### config.mk
export PLATFORM = sky130hd
export DESIGN_NAME = manquehuito_loader
export DESIGN_NICKNAME = d
export VERILOG_FILES = /design/src/rtl/manquehuito_loader.sv
export SDC_FILE = /design/constraint.sdc
export NUM_CORES = 1
export LEC_CHECK = 0
export CORE_MARGIN = 2
export CORE_UTILIZATION = 40
export DETAILED_ROUTE_END_ITERATION = 8
export PLACE_DENSITY_LB_ADDON = 0.12
export SYNTH_ARGS = -nofsm -noshare
export SYNTH_HDL_FRONTEND = slang
export SYNTH_SLANG_ARGS = --single-unit
### constraint.sdc
create_clock -name clk_i -period 2.35 [get_ports clk_i]
set_input_delay 0.5875 -clock clk_i [delete_from_list [all_inputs] [get_ports clk_i]]
set_output_delay 0.5875 -clock clk_i [all_outputs]
set_load 0.005 [all_outputs]
### src/rtl/manquehuito_loader.sv
// Boot loader: parses HEADER/N/{hi,lo}*N/CHK frames into instruction memory and
// holds manquehuito_domain in reset until a frame with a good checksum has landed.
module manquehuito_loader #(
  parameter logic [7:0] HEADER         = 8'hA5,
  parameter int         TIMEOUT_CYCLES = 1000000
) (
  input  logic        clk_i,
  input  logic        rst_ni,
  input  logic [7:0]  rx_data_i,
  input  logic        rx_valid_i,
  output logic        rx_ready_o,
  input  logic        clear_i,
  output logic        imem_we_o,
  output logic [7:0]  imem_addr_o,
  output logic [14:0] imem_data_o,
  output logic        cpu_rst_no,
  output logic        busy_o,
  output logic        done_o,
  output logic        err_o,
  output logic [1:0]  err_code_o
);

  localparam int CW = $clog2(TIMEOUT_CYCLES);
  localparam logic [CW-1:0] TMO_LAST = CW'(TIMEOUT_CYCLES - 1);

  typedef enum logic [2:0] {
    IDLE, COUNT, HI, LO, CHECK, RUN, ERROR
  } state_t;

  state_t      state_reg, state_next;
  logic [8:0]  rem_reg, rem_next;
  logic [7:0]  idx_reg, idx_next;
  logic [7:0]  csum_reg, csum_next;
  logic [6:0]  hi_reg, hi_next;
  logic [CW-1:0] tmo_reg, tmo_next;
  logic        we_reg, we_next;
  logic [7:0]  addr_reg, addr_next;
  logic [14:0] data_reg, data_next;
  logic [1:0]  code_reg, code_next;
  logic        done_reg, cpu_rst_reg, err_reg;
  logic        accept, in_frame;

  assign rx_ready_o = (state_reg != ERROR);
  assign accept     = rx_valid_i && rx_ready_o;
  assign in_frame   = (state_reg == COUNT) || (state_reg == HI) ||
                      (state_reg == LO) || (state_reg == CHECK);
  assign busy_o     = in_frame;

  assign imem_we_o   = we_reg;
  assign imem_addr_o = addr_reg;
  assign imem_data_o = data_reg;
  assign cpu_rst_no  = cpu_rst_reg;
  assign done_o      = done_reg;
  assign err_o       = err_reg;
  assign err_code_o  = code_reg;

  always_comb begin
    state_next = state_reg;
    rem_next   = rem_reg;
    idx_next   = idx_reg;
    csum_next  = csum_reg;
    hi_next    = hi_reg;
    tmo_next   = '0;
    we_next    = 1'b0;
    addr_next  = addr_reg;
    data_next  = data_reg;
    code_next  = code_reg;

    if (clear_i) begin
      state_next = IDLE;
      code_next  = 2'b00;
    end else begin
      case (state_reg)
        IDLE: if (accept && rx_data_i == HEADER) state_next = COUNT;
        COUNT: if (accept) begin
          rem_next   = (rx_data_i == 8'd0) ? 9'd256 : {1'b0, rx_data_i};
          idx_next   = 8'd0;
          csum_next  = 8'd0;
          state_next = HI;
        end
        HI: if (accept) begin
          if (rx_data_i[7]) begin
            state_next = ERROR;
            code_next  = 2'b01;
          end else begin
            hi_next    = rx_data_i[6:0];
            csum_next  = csum_reg + rx_data_i;
            state_next = LO;
          end
        end
        LO: if (accept) begin
          csum_next  = csum_reg + rx_data_i;
          rem_next   = rem_reg - 9'd1;
          we_next    = 1'b1;
          addr_next  = idx_reg;
          data_next  = {hi_reg, rx_data_i};
          idx_next   = idx_reg + 8'd1;
          state_next = (rem_reg == 9'd1) ? CHECK : HI;
        end
        CHECK: if (accept) begin
          if (rx_data_i == csum_reg) begin
            state_next = RUN;
          end else begin
            state_next = ERROR;
            code_next  = 2'b10;
          end
        end
        RUN: if (accept && rx_data_i == HEADER) state_next = COUNT;
        default: ;
      endcase

      // An accepted byte always wins over an expiring idle counter.
      if (in_frame && !accept) begin
        if (tmo_reg == TMO_LAST) begin
          state_next = ERROR;
          code_next  = 2'b11;
        end else begin
          tmo_next = tmo_reg + 1'b1;
        end
      end
    end
  end

  always_ff @(posedge clk_i or negedge rst_ni) begin
    if (!rst_ni) begin
      state_reg   <= IDLE;
      rem_reg     <= '0;
      idx_reg     <= '0;
      csum_reg    <= '0;
      hi_reg      <= '0;
      tmo_reg     <= '0;
      we_reg      <= 1'b0;
      addr_reg    <= '0;
      data_reg    <= '0;
      code_reg    <= 2'b00;
      done_reg    <= 1'b0;
      cpu_rst_reg <= 1'b0;
      err_reg     <= 1'b0;
    end else begin
      state_reg   <= state_next;
      rem_reg     <= rem_next;
      idx_reg     <= idx_next;
      csum_reg    <= csum_next;
      hi_reg      <= hi_next;
      tmo_reg     <= tmo_next;
      we_reg      <= we_next;
      addr_reg    <= addr_next;
      data_reg    <= data_next;
      code_reg    <= code_next;
      // Status flags are decoded from the next state so they are glitch-free flops.
      done_reg    <= (state_next == RUN);
      cpu_rst_reg <= (state_next == RUN);
      err_reg     <= (state_next == ERROR);
    end
  end

endmodule

[After elaboration in Yosys (flattened, before gate mapping)]
Cells that the tools add are included.
Operators by class
  add/subtract/negate cells: 4
  multipliers: 0
  divide/modulo/power cells: 0
  order comparisons: 0
  equal/unequal tests: 16
  shift operators: 0
  multiplexer cells: 37
  bitwise logic cells: 2
  reductions and logical operators: 16
Operators by type and width (count)
  $mux 20: 3
  $mux 8: 5
  $mux 3: 10
  $mux 9: 3
  $pmux 8 s3: 1
  $add 20x1->20 const B: 1
  $eq 20x20->1 const B: 1
  $pmux 9 s2: 1
  $mux 2: 8
  $pmux 8 s2: 1
  $pmux 3 s5: 1
  $eq 3x3->1 const B: 4
  $eq 9x1->1 const B: 1
  $sub 9x1->9 const B: 1
  $add 8x1->8 const B: 1
  $add 8x8->8: 1
  $eq 8x8->1: 1
  $eq 8x8->1 const B: 1
  $logic_not 8->1: 1
  $ne 2x2->1 const B: 4
  $reduce_and 4->1: 2
  $eq 3x2->1 const B: 2
  $reduce_and 6->1: 1
  $pmux 2 s2: 1
  other kinds (12): 19
Word-level totals
  flip-flop bits (word level): 83
  latch bits: 0
  bits in writable memories: 0
  ROM bits: 0
  bits of input ports: 12
  output and inout bits: 31
  word-level logic and storage cells: 87
  memories: 0

[Longest topological paths before layout]
Gate-level depths: netlist (run 1).
  depth after elaboration: 9
  gate-level depth with buffers: 8
  depth with buffers taken out: 7

[Worst setup path before layout (run 1)]
Ideal clock, no wire load.
  path kind: in2reg
  from: in rx_data_i[0]
  to: reg csum_reg[6]
  library setup time: 0.121 ns
  arrival time: 2.006 ns
  required time: 2.229 ns
  setup slack: 0.223 ns
  stages: 7
  path buffers: 0
  cells stage by stage: ha_1 fa_1 a21o_1 a21oi_1 o21ai_0 xor2_1 a22o_1
Between the ends
  longest elaborated chain between the ends: 4
  elaborated cells on any way between the ends: 5
  classes of those cells: add/sub: 1; mux: 4
Ends and longest elaborated chain
  start, declared: line 9  | input logic [7:0] rx_data_i,
  $add 8x8->8 (*): line 87, 92
  $mux 8: line 82  | if (rx_data_i[7]) begin
  $mux 8: line 81  | HI: if (accept) begin
  $pmux 8 s3 (*): line 73  | case (state_reg)
  end signal, assigned: line 143  | csum_reg <= csum_next;
  end, declared: line 33  | logic [7:0] csum_reg, csum_next;
Mark *: on every way between the ends. The rest lies on a longest branch, timed or not. The select of a mux whose other input is x is not followed.
A chain may end at the register's enable or synchronous reset.

[Worst setup path in the final report (run 1)]
  from: in rx_data_i[3]
  to: reg cpu_rst_reg (netlist: cpu_rst_no)
Between the ends
  longest elaborated chain between the ends: 8
  elaborated cells on any way between the ends: 11
  classes of those cells: eq/ne: 3; mux: 7; reduce/logical: 1
Ends and longest elaborated chain
  $eq 8x8->1 (on tied branches): line 101, 74, 108
  $mux 2 or $logic_and 1x1->1 (tied branches): line 101, 74, 108
  $mux 3 (on tied branches): line 100, 74, 108
  $pmux 3 s5 (*): line 73
  $mux 3: line 114  | if (tmo_reg == TMO_LAST) begin
  $mux 3 (*): line 113  | if (in_frame && !accept) begin
  $mux 3 (*): line 69  | if (clear_i) begin
  via state_next[0]: line 30  | state_t state_reg, state_next;
  $eq 3x3->1 (*): line 152  | cpu_rst_reg <= (state_next == RUN);
  end signal, assigned: line 152
  end, declared: line 40  | logic done_reg, cpu_rst_reg, err_reg;
The timed path passes the listed nets; every way through them passes the cells marked *.

==> results.yml, run 1 <==
die:
  initial_utilization: 0.4066
  die_y_um: 105.8
  dieArea_um2: 11180
  die_x_um: 105.8
  coreArea_um2: 10180
  design.portCount: 43
  rows: 37
timing:
  hold_viol: 0
  setup_tns_ps: 0
  max_slew.worst_pin.slew_ps: 502.7
  rsz0062_at_grt: "false"
  finalWorstSetupSlack_ps: 93.67
  finalMaxSlewViolations: 0
  setup_viol: 0
  fin_crit_sh: 0.9601
  fin_worst_skew_ps: 9.461
  fin_crit_ps: 2256
  slew-limit-headroom: 0.6648
  max_freq_mhz: 443.2
grt:
  grt_max_degree: 47
  antenna_found_initial: 0
  gr-usage-all-layers: 0.1808
  gr-total-overflow: 0
  grt_pass1_vias: 3267
  grt_pass1_wl_mm: 16.19
critical_path:
  rr_startpoint: "tmo_reg[10]"
  reg2regPathDepth: 5
  crit_path_start: "rx_data_i[3]"
  worst-path-max-fanout: 3
  critPathKind: "in -> reg"
  endpoint_kind: "flip-flop"
  r2r_end: "err_o"
  crit_required_ps: 2650
  r2r_setup_slack_ps: 260
  crit_arrival_ps: 2550
  start_kind: "input pin"
clock_network:
  cts-root-buf: "clkbuf_8"
  cts_buffers: 9
  clock_latency_ps: 360
  ctsHoldBuffers: 0
  cts.sinks: 83
  clock_path_buffers: 2
  clk_pin_slew_ps: 90
  cts_tree: "built"
  htreeDepth: 3
layout:
  largest_register_ffs: 20
  drive_gt1_frac: 0.1836
  antenna_cells: 0
  syn_to_final_growth_pct: 26.43
  nNetsFinal: 520
  utilization: 0.5141
  fin_cells: 637
placed_design:
  routabilityCongestion: 0.8814
  io_buffers: 42
  dp_hpwl_mm: 6.746
  dp_cells: 617
  dpl_worst_slack_ps: -369.9
outcome:
  status: "finished clean"
worst_hold_path:
  hold_path.class: "in -> async"
logic_synthesis:
  synthesis.nets: 441
  synthCells: 417
  ys_ff_latch: 83
  yosys.area.top_type: "dfrtp_1"
  yosysTopAreaCellShare: 0.5015
  synthFlopType: "dfrtp_1"
  ys_types: 53
  synth-edff-count: 0
  synth.area.top_cells: "dfrtp_1 (50%), mux2_2 (6.0%), nand2_1 (4.1%)"
  yosysWarnings: 0
  synth.avg_cell_area_um2: 9.932
  synthArstFlopShare: 1.000
  synth_most_common_cell: "dfrtp_1"
  synth_area_um2: 4141
  synthTopCellsByCount: "dfrtp_1 (83), nand2_1 (45), nor2_1 (45)"
  ys_seq_area_frac: 0.5015
routing:
  m1WireLength_mm: 4.800
  viasPerCell: 5.192
  drt-pass1-iter-count: 4
  route.detailed.drc: 0
  num_vias: 3307
  antenna_left: 0
  routed_wl_mm: 9.415
  top_layer_used: "met4"
  avgRoutedWirePerCell_um: 14.78
  drt_iter0_drc: 157
  wl_met2_mm: 4.151
  dr_wl_met3_um: 354
power:
  share_comb_of_total_power: 0.065
  peakVddDrop_uv: 218.6
  p_clk_frac: 0.376
  pwr_density_cell_nw_per_um2: 497.8
  p_seq_frac: 0.558
  switchingPower_mw: 0.6679
  power.leakage_nw: 2.389
  swShare: 0.2562
  p_int_mw: 1.939
job:
  cap_violations: 0
critical path: stages:
cell	delay, ps
clkdlybuf4s50_1	420
or4_4	530
or3_4	410
o311ai_2	220
o211a_1	220
and3b_1	160
power groups by stage:
stage	clock, mW	sequential (mW)	combinational, mW
CTS	1.02	1.45	0.172
global route	1.08	1.46	0.193
finish	0.981	1.45	0.171
floorplan	0	1.48	0.0619
global placement	0	1.48	0.169
detailed placement	0	1.48	0.171
placed cells by master (no fill, tap or decap), drive strengths merged, types with 11 or more instances in the layout:
cell	count
a21oi	13
buf	45
clkdlybuf4s50	38
dfrtp	83
ha	11
inv	15
mux2	22
nand2	46
nand3	21
nor2	45
nor3	17
o21ai	21
xnor2	19
worst max path at each step:
stage                     slack (ps)  depth (start not counted)          end
final                             90                          6   cpu_rst_no
after global routing              10                          6   cpu_rst_no
after CTS                         20                          6   cpu_rst_no
after detailed placement        -370                          6   cpu_rst_no
after global placement          -360                          6   cpu_rst_no
after floorplan                  220                          7  csum_reg[6]
layout make-up:
| class | instances | area (um^2) |
|---|---|---|
| Fill cell | 962 | 4949 |
| Sequential cell | 83 | 2079 |
| Multi-Input combinational cell | 302 | 1959 |
| Timing Repair Buffer | 86 | 789.5 |
| Tap cell | 136 | 170.2 |
| Clock buffer | 10 | 137.6 |
| Inverter | 14 | 52.55 |
| Clock inverter | 6 | 47.55 |
timing repair:
action                     4_1_cts  5_1_grt
pin swaps                        0        1
setup endpoints to repair        2        5
resized for setup                5        4
setup buffers                    4        0
per-layer routing:
layer	vias to the layer above	track usage
met5	-	0
li1	1632	-
met4	0	0.05169
met3	10	0.03958
met1	1604	0.2628
met2	61	0.2719
through the flow:
step / hold WS [ps] / power [mW] / instance area, um^2
final: 192.6 / 2.606 / 5236
after global routing: 218.4 / 2.732 / 5236
after CTS: 194.0 / 2.642 / 5219
after detailed placement: 451.4 / 1.653 / 4994
after global placement: 436.4 / 1.651 / 4994
after floorplan: 291.9 / 1.541 / 4141
cell families (layout without fill, tap and decap cells):
kind of cell,count (synthesis),in the layout,synth area share
buffers and inverters,32,116,0.03051
AOI/OAI and AO/OA,66,66,0.1048
adders and majority gates,12,12,0.03807
muxes,23,23,0.06224
xor gates and xnor gates,26,26,0.05499
DFF,83,83,0.5015
and+or+nand+nor,175,175,0.2079
(Power assumes the default switching activity.)
==> run 2, diff against run 1 <==
--- a/config.mk
+++ b/config.mk
@@ -12,3 +12,4 @@
 export SYNTH_ARGS = -nofsm -noshare
 export SYNTH_HDL_FRONTEND = slang
 export SYNTH_SLANG_ARGS = --single-unit
+export TNS_END_PERCENT = 30
==> results.yml, run 2 (synthesis gave the netlist of run 1 again) <==
outcome:
  status: "finished clean"
critical_path:
  start_kind: "input pin"
  critPathKind: "in -> reg"
  crit_arrival_ps: 2550
  endpoint_kind: "flip-flop"
  r2r_setup_slack_ps: 260
  crit_required_ps: 2640
  worst-path-max-fanout: 3
placed_design:
  dp_hpwl_mm: 6.746
  dpl_worst_slack_ps: -369.9
  io_buffers: 42
  routabilityCongestion: 0.8814
  dp_cells: 617
power:
  finalPower_mw: 2.606
  power.leakage_nw: 2.388
  peakVddDrop_uv: 219.1
  pwr_density_cell_nw_per_um2: 498.2
timing:
  setup_viol: 0
  fin_crit_sh: 0.9605
  rsz0062_at_grt: "false"
  finalMaxSlewViolations: 0
  finalWorstSetupSlack_ps: 92.75
  max_slew.worst_pin.slew_ps: 502.8
  fin_crit_ps: 2257
  fin_worst_skew_ps: 9.425
  hold_viol: 0
  max_freq_mhz: 443.0
  slew-limit-headroom: 0.6648
routing:
  num_vias: 3311
  drt_iter0_drc: 157
  route.detailed.drc: 0
  routed_wl_mm: 9.398
  avgRoutedWirePerCell_um: 14.75
  drt-pass1-iter-count: 5
  viasPerCell: 5.198
  antenna_left: 0
layout:
  largest_register_ffs: 20
  final_common_cell: "dfrtp_1"
  fin_cells: 637
  antenna_cells: 0
  drive_gt1_frac: 0.1816
  fill_cells: 964
  nNetsFinal: 520
  most-common-layout-cells: "dfrtp_1 (81), nor2_1 (45), nand2_1 (45)"
  syn_to_final_growth_pct: 26.28
grt:
  grt_pass1_wl_mm: 16.19
  antenna_found_initial: 0
  gr-usage-all-layers: 0.1808
  gr-total-overflow: 0
  grt_max_degree: 47
  grt_pass1_vias: 3267
clock_network:
  clk_pin_slew_ps: 90
  cts_buffers: 9
  clock_path_buffers: 2
  ctsHoldBuffers: 0
  cts-root-buf: "clkbuf_8"
  clock_latency_ps: 360
  cts.sinks: 83
  htreeDepth: 3
  cts_tree: "built"
die:
  design.portCount: 43
  die_y_um: 105.8
  dieArea_um2: 11180
  coreArea_um2: 10180
  die_x_um: 105.8
  initial_utilization: 0.4066
  rows: 37
worst_hold_path:
  hold_path.class: "in -> async"
job:
  cap_violations: 0
-- run 2: cell counts in the layout (fill, tap and decap cells not counted) --
Identical to the previous run, type by type.
-- run 2: layout make-up --
class,count,area (um^2),area share
clock buffers,10,137.6,0.02632
clock inverters,6,47.55,0.009091
inverters,14,52.55,0.01005
multi-input cells,302,1953,0.3734
flip-flops and latches,83,2079,0.3976
well taps,136,170.2,0.03254
repair buffers,86,789.5,0.1510
-- run 2: worst paths after layout --
path                                    from            to  depth (start not counted)
worst max-delay path            rx_data_i[3]    cpu_rst_no                          6
worst min-delay path                  rst_ni     imem_we_o                          1
worst max register to register   tmo_reg[10]         err_o                          5
worst min register to register    tmo_reg[0]    tmo_reg[0]                          1
max in group asynchronous             rst_ni  state_reg[0]                          2
min in group clk_i                tmo_reg[0]    tmo_reg[0]                          1
-- run 2: metal layers --
| metal | vias up | wire length, um | track usage |
|---|---|---|---|
| met5 | - | 0 | 0 |
| li1 | 1632 | - | - |
| met4 | 0 | 107 | 0.05169 |
| met1 | 1610 | 4789 | 0.2628 |
| met3 | 9 | 344 | 0.03958 |
| met2 | 60 | 4156 | 0.2719 |
-- run 2: timing repair --
item,in CTS,in global routing
setup endpoints to repair,2,5
setup buffers,4,0
pin swaps,0,1
resized for setup,5,3
hold endpoints to repair,0,0
-- run 2: worst max-delay path: stages --
cell             delay, ps
clkdlybuf4s50_1        420
or4_4                  530
or3_4                  410
o311ai_2               220
o211a_1                220
and3b_1                160
-- run 2: power by group --
| group | switching (mW) | total, mW | internal [mW] |
|---|---|---|---|
| registers | 0.0142 | 1.45 | 1.44 |
| clock network | 0.559 | 0.982 | 0.422 |
| logic | 0.0940 | 0.169 | 0.0753 |
| total | 0.668 | 2.61 | 1.94 |
-- run 2: metrics by stage --
step | area [um^2] | util | hold WS (ps) | setup TNS [ps]
5_1_grt | 5230 | 0.5135 | 218.4 | 0
4_1_cts | 5219 | 0.5124 | 194.0 | 0
6_report | 5230 | 0.5135 | 192.1 | 0
2_1_floorplan | 4141 | - | 291.9 | 0
3_3_place_gp | 4994 | 0.4903 | 436.4 | -2636
3_5_place_dp | 4994 | 0.4903 | 451.4 | -3067
==> run 3, diff against run 2 <==
--- a/config.mk
+++ b/config.mk
@@ -8,6 +8,7 @@
 export CORE_MARGIN = 2
 export CORE_UTILIZATION = 40
 export DETAILED_ROUTE_END_ITERATION = 8
+export GPL_ROUTABILITY_DRIVEN = 0
 export PLACE_DENSITY_LB_ADDON = 0.12
 export SYNTH_ARGS = -nofsm -noshare
 export SYNTH_HDL_FRONTEND = slang
==> results of run 3 <==
Final layout, timing and power as in run 2 (identical DEF).
